`src/rtl/conv_ctrl_if.sv`:
```
// ---------------------------------------------------------------------------
// conv_ctrl_if
// Handshake bundle between the host side (coefficient/pixel FIFO, result
// consumer, multiplier result) and the convolution sequencer conv_ctrl.
//
// Signals:
//   k_valid / k_ready / kernel_write_en   coefficient load handshake + strobe
//   pix_valid / pix_ready / shift_write_en pixel stream handshake + strobe
//   out_en                                 multiplier enable (one per window)
//   mult_result                            registered multiplier output
//   res_valid / res_data / res_ready       result return handshake
//
// Modports:
//   master  host / surrounding datapath view
//   slave   controller view (used by conv_ctrl)
// ---------------------------------------------------------------------------
interface conv_ctrl_if #(
  parameter int BITS = 9
);
  logic                   k_valid;
  logic                   k_ready;
  logic                   kernel_write_en;
  logic                   pix_valid;
  logic                   pix_ready;
  logic                   shift_write_en;
  logic                   out_en;
  logic signed [BITS-1:0] mult_result;
  logic                   res_valid;
  logic signed [BITS-1:0] res_data;
  logic                   res_ready;

  modport master (
    output k_valid,
    input  k_ready,
    input  kernel_write_en,
    output pix_valid,
    input  pix_ready,
    input  shift_write_en,
    input  out_en,
    output mult_result,
    input  res_valid,
    input  res_data,
    output res_ready
  );

  modport slave (
    input  k_valid,
    output k_ready,
    output kernel_write_en,
    input  pix_valid,
    output pix_ready,
    output shift_write_en,
    output out_en,
    input  mult_result,
    output res_valid,
    output res_data,
    input  res_ready
  );
endinterface

```
`src/rtl/conv_ctrl.sv`:
```
// ---------------------------------------------------------------------------
// conv_ctrl
// Sequencer for the KERNEL_SIZE x KERNEL_SIZE convolution datapath. Loads the
// kernel coefficients, streams a raster-order image into the line shift
// register, fires the multiplier once per fully valid window (no padding)
// and returns each result to the host over a valid/ready handshake.
//
// Ports:
//   clk             clock
//   reset_n         asynchronous active-low reset
//   i_start         begin a frame (sampled only in IDLE)
//   i_reuse_kernel  sampled with i_start; 1 = skip the kernel load
//   bus             conv_ctrl_if.slave handshake bundle
//   o_busy          controller not idle
//   o_done          one-cycle pulse at frame end
//   o_stall_cycles  (only with CONV_CTRL_PERF_EN) saturating count of STREAM
//                   cycles where a pixel was offered but not accepted
//
// Optional feature macro: CONV_CTRL_PERF_EN
// ---------------------------------------------------------------------------
module conv_ctrl #(
  parameter int BITS        = 9,
  parameter int KERNEL_SIZE = 3,
  parameter int IMG_W       = 32,
  parameter int IMG_H       = 32
) (
  input  logic         clk,
  input  logic         reset_n,
  input  logic         i_start,
  input  logic         i_reuse_kernel,
  conv_ctrl_if.slave   bus,
  output logic         o_busy,
  output logic         o_done
`ifdef CONV_CTRL_PERF_EN
  ,
  output logic [15:0]  o_stall_cycles
`endif
);

  localparam int KK     = KERNEL_SIZE * KERNEL_SIZE;
  localparam int COL_W  = $clog2(IMG_W);
  localparam int ROW_W  = $clog2(IMG_H);
  localparam int KCNT_W = $clog2(KK + 1);

  typedef enum logic [2:0] {
    IDLE   = 3'd0,
    LOAD_K = 3'd1,
    STREAM = 3'd2,
    DRAIN  = 3'd3,
    DONE   = 3'd4
  } state_t;

  state_t                 r_state;
  logic [COL_W-1:0]       r_col;
  logic [ROW_W-1:0]       r_row;
  logic [KCNT_W-1:0]      r_kcnt;
  logic                   r_k_ready;
  logic                   r_out_en;
  logic                   r_res_valid;
  logic signed [BITS-1:0] r_res_data;
  logic                   r_busy;
  logic                   r_done;

  logic w_res_stall;
  logic w_pix_ready;
  logic w_pix_acc;
  logic w_k_acc;
  logic w_window;
  logic w_last_pix;
  logic w_last_col;
  logic w_res_hs;

  // A result still waiting for the host blocks new pixels; r_out_en doubles
  // as the "pend" flag: the window's result is in flight to r_res_data.
  assign w_res_stall = r_res_valid & ~bus.res_ready;
  assign w_pix_ready = (r_state == STREAM) & ~w_res_stall & ~r_out_en;
  assign w_pix_acc   = bus.pix_valid & w_pix_ready;
  assign w_k_acc     = bus.k_valid & r_k_ready;
  assign w_res_hs    = r_res_valid & bus.res_ready;

  assign w_window   = (r_row >= ROW_W'(KERNEL_SIZE - 1)) &&
                      (r_col >= COL_W'(KERNEL_SIZE - 1));
  assign w_last_col = (r_col == COL_W'(IMG_W - 1));
  assign w_last_pix = w_last_col && (r_row == ROW_W'(IMG_H - 1));

  assign bus.k_ready         = r_k_ready;
  assign bus.kernel_write_en = w_k_acc;
  assign bus.pix_ready       = w_pix_ready;
  assign bus.shift_write_en  = w_pix_acc;
  assign bus.out_en          = r_out_en;
  assign bus.res_valid       = r_res_valid;
  assign bus.res_data        = r_res_data;
  assign o_busy              = r_busy;
  assign o_done              = r_done;

  always_ff @(posedge clk or negedge reset_n) begin
    if (!reset_n) begin
      r_state     <= IDLE;
      r_col       <= '0;
      r_row       <= '0;
      r_kcnt      <= '0;
      r_k_ready   <= 1'b0;
      r_out_en    <= 1'b0;
      r_res_valid <= 1'b0;
      r_res_data  <= '0;
      r_busy      <= 1'b0;
      r_done      <= 1'b0;
    end else begin
      r_done   <= 1'b0;
      // w_pix_acc can only be high in STREAM, so this is quiet elsewhere.
      r_out_en <= w_pix_acc & w_window;

      // The multiplier output is captured in the pend cycle; a held result
      // can never coincide with pend because acceptance needed it consumed.
      if (r_out_en) begin
        r_res_valid <= 1'b1;
        r_res_data  <= bus.mult_result;
      end else if (w_res_hs) begin
        r_res_valid <= 1'b0;
      end

      case (r_state)
        IDLE: begin
          if (i_start) begin
            r_col  <= '0;
            r_row  <= '0;
            r_kcnt <= '0;
            r_busy <= 1'b1;
            if (i_reuse_kernel) begin
              r_state <= STREAM;
            end else begin
              r_state   <= LOAD_K;
              r_k_ready <= 1'b1;
            end
          end
        end
        LOAD_K: begin
          if (w_k_acc) begin
            r_kcnt <= r_kcnt + 1'b1;
            if (r_kcnt == KCNT_W'(KK - 1)) begin
              r_state   <= STREAM;
              r_k_ready <= 1'b0;
            end
          end
        end
        STREAM: begin
          if (w_pix_acc) begin
            if (w_last_col) begin
              r_col <= '0;
              r_row <= w_last_pix ? '0 : r_row + 1'b1;
            end else begin
              r_col <= r_col + 1'b1;
            end
            if (w_last_pix) begin
              r_state <= DRAIN;
            end
          end
        end
        DRAIN: begin
          // Leave only once the last window is captured and handed over.
          if (!r_out_en && (!r_res_valid || bus.res_ready)) begin
            r_state <= DONE;
            r_done  <= 1'b1;
          end
        end
        DONE: begin
          r_state <= IDLE;
          r_busy  <= 1'b0;
        end
        default: begin
          r_state   <= IDLE;
          r_k_ready <= 1'b0;
          r_busy    <= 1'b0;
        end
      endcase
    end
  end

`ifdef CONV_CTRL_PERF_EN
  logic [15:0] r_stall;

  always_ff @(posedge clk or negedge reset_n) begin
    if (!reset_n) begin
      r_stall <= '0;
    end else if ((r_state == IDLE) && i_start) begin
      r_stall <= '0;
    end else if ((r_state == STREAM) && bus.pix_valid && !w_pix_ready &&
                 (r_stall != 16'hFFFF)) begin
      r_stall <= r_stall + 16'd1;
    end
  end

  assign o_stall_cycles = r_stall;
`endif

endmodule

```
`src/flat_wrapper.sv`:
```
// flat-port wrapper written by rule: the top's interface ports become plain ports
module conv_ctrl_flat 
#(
  parameter int BITS        = 9,
  parameter int KERNEL_SIZE = 3,
  parameter int IMG_W       = 32,
  parameter int IMG_H       = 32
)
  (clk, reset_n, i_start, i_reuse_kernel, o_busy, o_done, bus_k_valid, bus_k_ready, bus_kernel_write_en, bus_pix_valid, bus_pix_ready, bus_shift_write_en, bus_out_en, bus_mult_result, bus_res_valid, bus_res_data, bus_res_ready);
  conv_ctrl_if #(.BITS(BITS)) bus_i ();
  input  logic clk;
  input  logic reset_n;
  input  logic i_start;
  input  logic i_reuse_kernel;
  output logic o_busy;
  output logic o_done;
  input wire logic [$bits(bus_i.k_valid)-1:0] bus_k_valid;
  output wire logic [$bits(bus_i.k_ready)-1:0] bus_k_ready;
  output wire logic [$bits(bus_i.kernel_write_en)-1:0] bus_kernel_write_en;
  input wire logic [$bits(bus_i.pix_valid)-1:0] bus_pix_valid;
  output wire logic [$bits(bus_i.pix_ready)-1:0] bus_pix_ready;
  output wire logic [$bits(bus_i.shift_write_en)-1:0] bus_shift_write_en;
  output wire logic [$bits(bus_i.out_en)-1:0] bus_out_en;
  input wire logic [$bits(bus_i.mult_result)-1:0] bus_mult_result;
  output wire logic [$bits(bus_i.res_valid)-1:0] bus_res_valid;
  output wire logic [$bits(bus_i.res_data)-1:0] bus_res_data;
  input wire logic [$bits(bus_i.res_ready)-1:0] bus_res_ready;
  assign bus_i.k_valid = bus_k_valid;
  assign bus_k_ready = bus_i.k_ready;
  assign bus_kernel_write_en = bus_i.kernel_write_en;
  assign bus_i.pix_valid = bus_pix_valid;
  assign bus_pix_ready = bus_i.pix_ready;
  assign bus_shift_write_en = bus_i.shift_write_en;
  assign bus_out_en = bus_i.out_en;
  assign bus_i.mult_result = bus_mult_result;
  assign bus_res_valid = bus_i.res_valid;
  assign bus_res_data = bus_i.res_data;
  assign bus_i.res_ready = bus_res_ready;
  conv_ctrl #(.BITS(BITS), .KERNEL_SIZE(KERNEL_SIZE), .IMG_W(IMG_W), .IMG_H(IMG_H)) u_core (.clk(clk), .reset_n(reset_n), .i_start(i_start), .i_reuse_kernel(i_reuse_kernel), .bus(bus_i), .o_busy(o_busy), .o_done(o_done));
endmodule
```
`config.mk`:
```
export PLATFORM = sky130hd
export DESIGN_NAME = conv_ctrl_flat
export DESIGN_NICKNAME = d
export VERILOG_FILES = /design/src/rtl/conv_ctrl_if.sv /design/src/rtl/conv_ctrl.sv /design/src/flat_wrapper.sv
export SDC_FILE = /design/constraint.sdc
export NUM_CORES = 1
export LEC_CHECK = 0
export ABC_CLOCK_PERIOD_IN_PS = 4000
export BUFFER_PORTS_ARGS = -buffer_cell sky130_fd_sc_hd__buf_2
export CAP_MARGIN = 10
export CORE_MARGIN = 3
export CORE_UTILIZATION = 30
export CTS_CLUSTER_DIAMETER = 120
export DETAILED_ROUTE_END_ITERATION = 6
export HOLD_SLACK_MARGIN = 0.08
export PLACE_DENSITY = 0.54
export SLEW_MARGIN = 20
export SYNTH_ARGS = -nofsm -noshare
export SYNTH_HDL_FRONTEND = slang
export SYNTH_SLANG_ARGS = --single-unit
```
`constraint.sdc`:
```
create_clock -name clk -period 4 [get_ports clk]
set_input_delay 0.8 -clock clk [delete_from_list [all_inputs] [get_ports clk]]
set_output_delay 0.8 -clock clk [all_outputs]
set_load 0.02 [all_outputs]
```
==> results of run 1 <==
-- flip-flops by register name (all words and copies together), names as in the netlist --
name and flops:
u_core.o_busy 1, u_core.bus.res_data 9, u_core.r_col 5, u_core.bus.k_ready 1, u_core.o_done 1, u_core.r_state 3
u_core.r_row 5, u_core.bus.res_valid 1, u_core.r_kcnt 4, u_core.bus.out_en 1
-- layout make-up --
type / count / share of cell area
Timing Repair Buffer: 32 / 0.08416
Clock inverter: 1 / 0.002630
Inverter: 9 / 0.01775
Sequential cell: 31 / 0.4076
Multi-Input combinational cell: 106 / 0.4037
Tap cell: 67 / 0.04405
Clock buffer: 7 / 0.04011
-- worst min-delay path by stage --
stage	from	endpoint	slack [ns]	cells after the start
global route	u_core.bus.res_data[4]	u_core.bus.res_data[4]	0.52	1
finish	u_core.bus.res_data[4]	u_core.bus.res_data[4]	0.50	1
global placement	u_core.bus.res_data[4]	u_core.bus.res_data[4]	0.49	1
CTS	u_core.bus.res_data[4]	u_core.bus.res_data[4]	0.50	1
floorplan	u_core.r_row[4]	u_core.r_row[4]	0.47	2
detailed placement	u_core.bus.res_data[4]	u_core.bus.res_data[4]	0.49	1
-- critical path: stages, from the launching register on --
cell     delay (ns)
dfrtp_1        0.59
nor3b_2        0.27
nand4_1        0.28
inv_1          0.20
buf_2          0.19
-- routing by layer --
| layer | share of wire | global-route usage | vias up | routed length [um] |
|---|---|---|---|---|
| li1 | - | - | 599 | - |
| met1 | 0.48 | 0.1491 | 607 | 1546 |
| met2 | 0.46 | 0.1801 | 15 | 1489 |
| met3 | 0.040 | 0.03855 | 7 | 129 |
| met4 | 0.020 | 0.05155 | 0 | 63 |
| met5 | 0 | 0 | - | 0 |
-- cell usage in the layout (no fill, tap or decap), types with 3 or more instances in the layout --
master / instances
nand2b_1: 5
nand2_1: 12
nor2_1: 14
a22o_1: 3
o21ai_0: 4
nand3_1: 6
mux2_2: 9
clkbuf_8: 5
inv_1: 9
buf_2: 32
a21oi_1: 3
ha_1: 8
dfrtp_1: 31
o31ai_1: 3
or4_1: 3
and3_1: 6
nand4_1: 3
-- where the power goes --
group / switching, mW / leakage, nW / internal (mW) / total [mW]
logic: 0.250 / 0.530 / 0.201 / 0.451
clock network: 0.109 / 0.0422 / 0.122 / 0.231
registers: 0.0990 / 0.386 / 0.425 / 0.524
total: 0.458 / 0.958 / 0.748 / 1.21
-- kinds of logic (layout without fill, tap and decap cells) --
family          Yosys count  after routing  share of synthesized area
xor+xnor                  2              2                    0.01093
compound gates           25             25                     0.1194
simple gates             61             61                     0.2170
buf+inv                  14             49                    0.03669
flops                    31             31                     0.4840
mux                      10             10                    0.06948
fa+ha+maj                 8              8                    0.06245
-- per-stage QoR --
| stage | utilization | instances |
|---|---|---|
| global route | 0.3851 | 253 |
| finish | 0.3851 | 253 |
| CTS | 0.3851 | 253 |
| detailed placement | 0.3686 | 245 |
| global placement | 0.3686 | 245 |
| floorplan | - | 151 |
==> impl_metrics.env, run 1 <==
export IMPL_drc=0
export IMPL_yosysWarnings=0
export IMPL_p_leak_nw=0.9581
export IMPL_hold_class="reg -> reg"
export IMPL_die_h_um=79.10
export IMPL_cts_setup_buffers=0
export IMPL_tns_ns=0
export IMPL_startpoint="u_core.r_state[1]"
export IMPL_dpl_worst_slack_ns=1.487
export IMPL_drt_pass1_iter_count=4
export IMPL_synth_edff_count=0
export IMPL_crit_path_end="bus_shift_write_en"
export IMPL_arrival_ns=1.80
export IMPL_criticalPathCategory="reg -> out"
export IMPL_grt_max_degree=32
export IMPL_final_cell_area_um2=1903
export IMPL_syn_area_um2=1603
export IMPL_power_density_nw_per_um2=633.8
export IMPL_vias=1228
export IMPL_clk_pin_slew_ns=0.06
export IMPL_drtIter0Drc=54
export IMPL_syn2layout_area_growth_pct=18.74
export IMPL_final_max_slew_violation_count=0
export IMPL_postSynthAreaPerCell_um2=10.61
export IMPL_critPathRequiredTime_ns=3.20
export IMPL_netlist_area_leader_share=0.4840
export IMPL_num_io_pins=33
export IMPL_slew_headroom=0.5509
export IMPL_avgViaCountPerCell=4.854
export IMPL_grt_usage=0.1170
export IMPL_fin_skew_ns=0.006228
export IMPL_fin_hold_ws_ns=0.4999
export IMPL_ys_top_cells_by_count="dfrtp_1, nor2_1, nand2_1"
export IMPL_layout_drive_gt1_share=0.2796
export IMPL_ys_async_sr_fraction=1.000
export IMPL_cts_max_path_buffers=2
export IMPL_r2r_slack_ns=1.81
export IMPL_cap_violations=0
export IMPL_antenna_cells=0
export IMPL_status="completed"
export IMPL_rsz0062_at_grt="no"
export IMPL_yosysUniqueCellTypes=43
export IMPL_cts_tree="yes"
export IMPL_numCtsBuffers=5
export IMPL_hold_viol=0
export IMPL_clk_latency_ns=0.28
export IMPL_routed_wl_um=3228
export IMPL_grt_ovfl_total=0
export IMPL_cts_resized=0
export IMPL_initial_core_util=0.3243
export IMPL_worst_r2r_endpoint="u_core.r_row[3]"
export IMPL_netlist_instances=151
export IMPL_final_nets=209
export IMPL_startpoint_type="register"
export IMPL_gp_congestion=0.7011
export IMPL_cts_hold_buf=0
export IMPL_ys_top_cells_by_area="dfrtp_1, mux2_2, ha_1"
export IMPL_grt_pass1_vias=1203
export IMPL_die_w_um=79.10
export IMPL_multi_input_area_um2=768.2
export IMPL_r2r_cells=7
export IMPL_cts_root_buffer="clkbuf_8"
export IMPL_period_minus_slack_ns=2.602
export IMPL_post_route_period_util=0.6505
export IMPL_cts_max_level=2
export IMPL_io_buffers=32
export IMPL_post_dp_cell_area_um2=1822
export IMPL_yosysMostFrequentCell="dfrtp_1"
export IMPL_yosysTopAreaCell="dfrtp_1"
export IMPL_register_area_um2=775.7
export IMPL_worst_slew_pin_slew_ns=0.6736
export IMPL_dp_hpwl_um=2408
export IMPL_finalSetupViolations=0
export IMPL_ir_drop_v=0.0002325
export IMPL_avgRoutedWirePerCell_um=12.76
export IMPL_synth_nets=175
export IMPL_ys_seq_elements=31
export IMPL_yosysSeqAreaShare=0.4840
export IMPL_grt_first_pass_wirelength_um=5713
export IMPL_cp_max_fo=12
export IMPL_cts_sinks=31
export IMPL_ant_nets=0
export IMPL_p_total_mw=1.206
export IMPL_finalWorstSetupSlack_ns=1.398
export IMPL_core_um2=4942
export IMPL_n_fill_cell=510
export IMPL_reg2reg_from="u_core.r_col[1]"
export IMPL_row_count=25
export IMPL_grt_antenna_before_repair=0
export IMPL_endpoint_kind="primary output"
export IMPL_die_area_um2=6256
export IMPL_synth_top_flop_cell="dfrtp_1"
export IMPL_fmax_mhz=384.3
No activity file was read; power rests on OpenSTA's default activity.
==> run 2, diff against run 1 <==
--- a/config.mk
+++ b/config.mk
@@ -5,7 +5,8 @@
 export SDC_FILE = /design/constraint.sdc
 export NUM_CORES = 1
 export LEC_CHECK = 0
-export ABC_CLOCK_PERIOD_IN_PS = 4000
+export ABC_AREA = 1
+export ABC_CLOCK_PERIOD_IN_PS = 2400
 export BUFFER_PORTS_ARGS = -buffer_cell sky130_fd_sc_hd__buf_2
 export CAP_MARGIN = 10
 export CORE_MARGIN = 3
==> constraint.sdc (replaced) <==
create_clock -name clk -period 2.4 [get_ports clk]
set_input_delay 0.48 -clock clk [delete_from_list [all_inputs] [get_ports clk]]
set_output_delay 0.48 -clock clk [all_outputs]
set_load 0.02 [all_outputs]
==> run 2 against run 1 <==
First-iteration DRC count fell by 26%; synthesized cell count up 35%; sequential power grew 46%; combinational power is 98% higher; clock skew is 0.0016 ns higher; critical path type unchanged; highest routed layer unchanged.
==> impl_metrics.env, run 2 <==
export IMPL_fmax_mhz=496.4
export IMPL_yosysMostFrequentCell="nand2_1"
export IMPL_antenna_cells=0
export IMPL_ys_top_cells_by_area="dfrtp_1, nand2_1, ha_1"
export IMPL_grt_usage=0.1164
export IMPL_yosysTopAreaCell="dfrtp_1"
export IMPL_dp_hpwl_um=2543
export IMPL_clk_latency_ns=0.28
export IMPL_ys_seq_elements=31
export IMPL_slew_headroom=0.5492
export IMPL_synth_top_flop_cell="dfrtp_1"
export IMPL_die_area_um2=6512
export IMPL_ir_drop_v=0.0004309
export IMPL_synth_nets=228
export IMPL_ant_nets=0
export IMPL_drt_pass1_iter_count=4
export IMPL_tns_ns=0
export IMPL_cts_root_buffer="clkbuf_8"
export IMPL_dp_cells=305
export IMPL_synthXorXnorAreaFrac=0.02093
export IMPL_row_count=26
export IMPL_drc=0
export IMPL_grt_first_pass_wirelength_um=5865
export IMPL_status="completed"
export IMPL_mostFrequentLayoutCells="nand2_1, buf_2, dfrtp_1, nor2_1, inv_1"
export IMPL_cp_max_fo=11
export IMPL_synth_compound_area_frac=0.04185
export IMPL_largest_reg_flops=9
export IMPL_num_io_pins=33
export IMPL_crit_chain="clkinv_4 > nand2_2 > nor3_4 > buf_2"
export IMPL_finalWorstSetupSlack_ns=0.3855
export IMPL_highest_layer="met4"
export IMPL_finalSetupViolations=0
export IMPL_worst_slew_pin_slew_ns=0.6762
export IMPL_final_cells=312
export IMPL_numCtsBuffers=5
export IMPL_synth_edff_count=0
export IMPL_r2r_slack_ns=0.64
export IMPL_ys_top_cells_by_count="nand2_1, dfrtp_1, nor2_1"
export IMPL_synth_top_family_by_area="simple AND/OR/NAND/NOR gates"
export IMPL_drtIter0Drc=40
export IMPL_endpoint_kind="primary output"
export IMPL_netlist_instances=204
export IMPL_hold_viol=0
export IMPL_fin_hold_ws_ns=0.2359
export IMPL_post_route_period_util=0.8394
export IMPL_routed_wl_um=3373
export IMPL_p_total_mw=2.148
export IMPL_wirelength_met1_um=1586
export IMPL_cts_hold_buf=0
export IMPL_yosys_area_share_simple=0.3572
export IMPL_final_common_cell="nand2_1"
export IMPL_yosysUniqueCellTypes=26
export IMPL_final_max_slew_violation_count=0
export IMPL_grt_max_degree=32
export IMPL_cts_tree="yes"
export IMPL_rsz0062_at_grt="no"
export IMPL_yosysWarnings=0
export IMPL_dpl_worst_slack_ns=0.6545
export IMPL_initial_core_util=0.3196
export IMPL_r2r_cells=11
export IMPL_syn_area_um2=1674
export IMPL_cts_resized=0
export IMPL_startpoint_type="register"
export IMPL_cap_violations=0
export IMPL_reg2reg_from="u_core.r_col[1]"
export IMPL_yosysSeqAreaShare=0.4634
export IMPL_grt_antenna_before_repair=0
export IMPL_layout_drive_gt1_share=0.2273
export IMPL_synthMuxAreaShare=0
export IMPL_vias=1394
export IMPL_power_density_nw_per_um2=1065
export IMPL_grt_ovfl_total=0
export IMPL_netlist_area_leader_share=0.4634
export IMPL_die_w_um=80.70
export IMPL_worst_r2r_endpoint="u_core.r_state[1]"
export IMPL_crit_path_max_incr_delay_ns=0.52
export IMPL_clk_pin_slew_ns=0.07
export IMPL_period_minus_slack_ns=2.014
export IMPL_ys_async_sr_fraction=1.000
export IMPL_cts_setup_buffers=0
export IMPL_grt_pass1_vias=1378
export IMPL_criticalPathCategory="reg -> out"
export IMPL_cpMaxStageDelayCell="dfrtp_1"
export IMPL_core_um2=5238
export IMPL_io_buffers=32
export IMPL_critPathRequiredTime_ns=1.92
export IMPL_p_leak_nw=1.062
export IMPL_avgViaCountPerCell=4.468
export IMPL_cts_sinks=31
export IMPL_postSynthAreaPerCell_um2=8.206
export IMPL_cts_max_level=2
export IMPL_syn2layout_area_growth_pct=20.48
export IMPL_avgRoutedWirePerCell_um=10.81
export IMPL_arrival_ns=1.53
export IMPL_startpoint="u_core.bus.out_en"
export IMPL_met3_length_um=209
export IMPL_fin_skew_ns=0.007810
export IMPL_cts_max_path_buffers=2
export IMPL_synth_fa_ha_area_frac=0.05979
export IMPL_final_nets=266
export IMPL_hold_class="in -> async"
export IMPL_gp_congestion=0.7955
export IMPL_route_met2_wl_um=1523
export IMPL_die_h_um=80.70
[run 2: worst max-delay path: cells and delay by family, from the launching register on]
family,cells,cell delay [ns]
buffers and inverters,2,0.37
AND/OR/NAND/NOR,2,0.36
flip-flops,1,0.52
[run 2: routing by layer]
| layer | up-vias | global-route usage |
|---|---|---|
| li1 | 722 | - |
| met5 | - | 0 |
| met3 | 7 | 0.03812 |
| met1 | 636 | 0.1417 |
| met4 | 0 | 0.04561 |
| met2 | 29 | 0.1904 |
[run 2: through the flow]
| step | utilization | instance area, um2 |
|---|---|---|
| 6_report | 0.3851 | 2017 |
| 5_1_grt | 0.3851 | 2017 |
| 4_1_cts | 0.3851 | 2017 |
| 3_5_place_dp | 0.3655 | 1914 |
| 3_3_place_gp | 0.3655 | 1914 |
| 2_1_floorplan | - | 1674 |
[run 2: kinds of logic (layout without fill, tap and decap cells)]
| family | after synthesis | after routing |
|---|---|---|
| and+or+nand+nor | 125 | 125 |
| xor gates and xnor gates | 4 | 4 |
| AOI/OAI and AO/OA | 13 | 13 |
| buffers and inverters | 23 | 61 |
| DFF | 31 | 31 |
| adders and majority gates | 8 | 8 |
[run 2: how the worst max path moves through the flow]
stage | to | depth (start not counted)
finish | bus_shift_write_en | 4
global route | bus_shift_write_en | 4
CTS | bus_shift_write_en | 4
detailed placement | bus_shift_write_en | 4
global placement | bus_shift_write_en | 4
floorplan | u_core.r_state[1] | 11
[run 2: where the power goes]
group          switching [mW]  total [mW]  internal, mW
Combinational           0.594       0.893         0.300
Sequential              0.114       0.767         0.653
Clock                   0.184       0.488         0.304
[run 2: layout make-up]
cell class	instances	area [um2]
fillers	552	3221
multi-input cells	150	803.3
flip-flops and latches	31	775.7
repair buffers	32	160.2
inverters	22	87.58
well taps	70	87.58
clock buffers	6	72.57
clock inverters	1	30.03
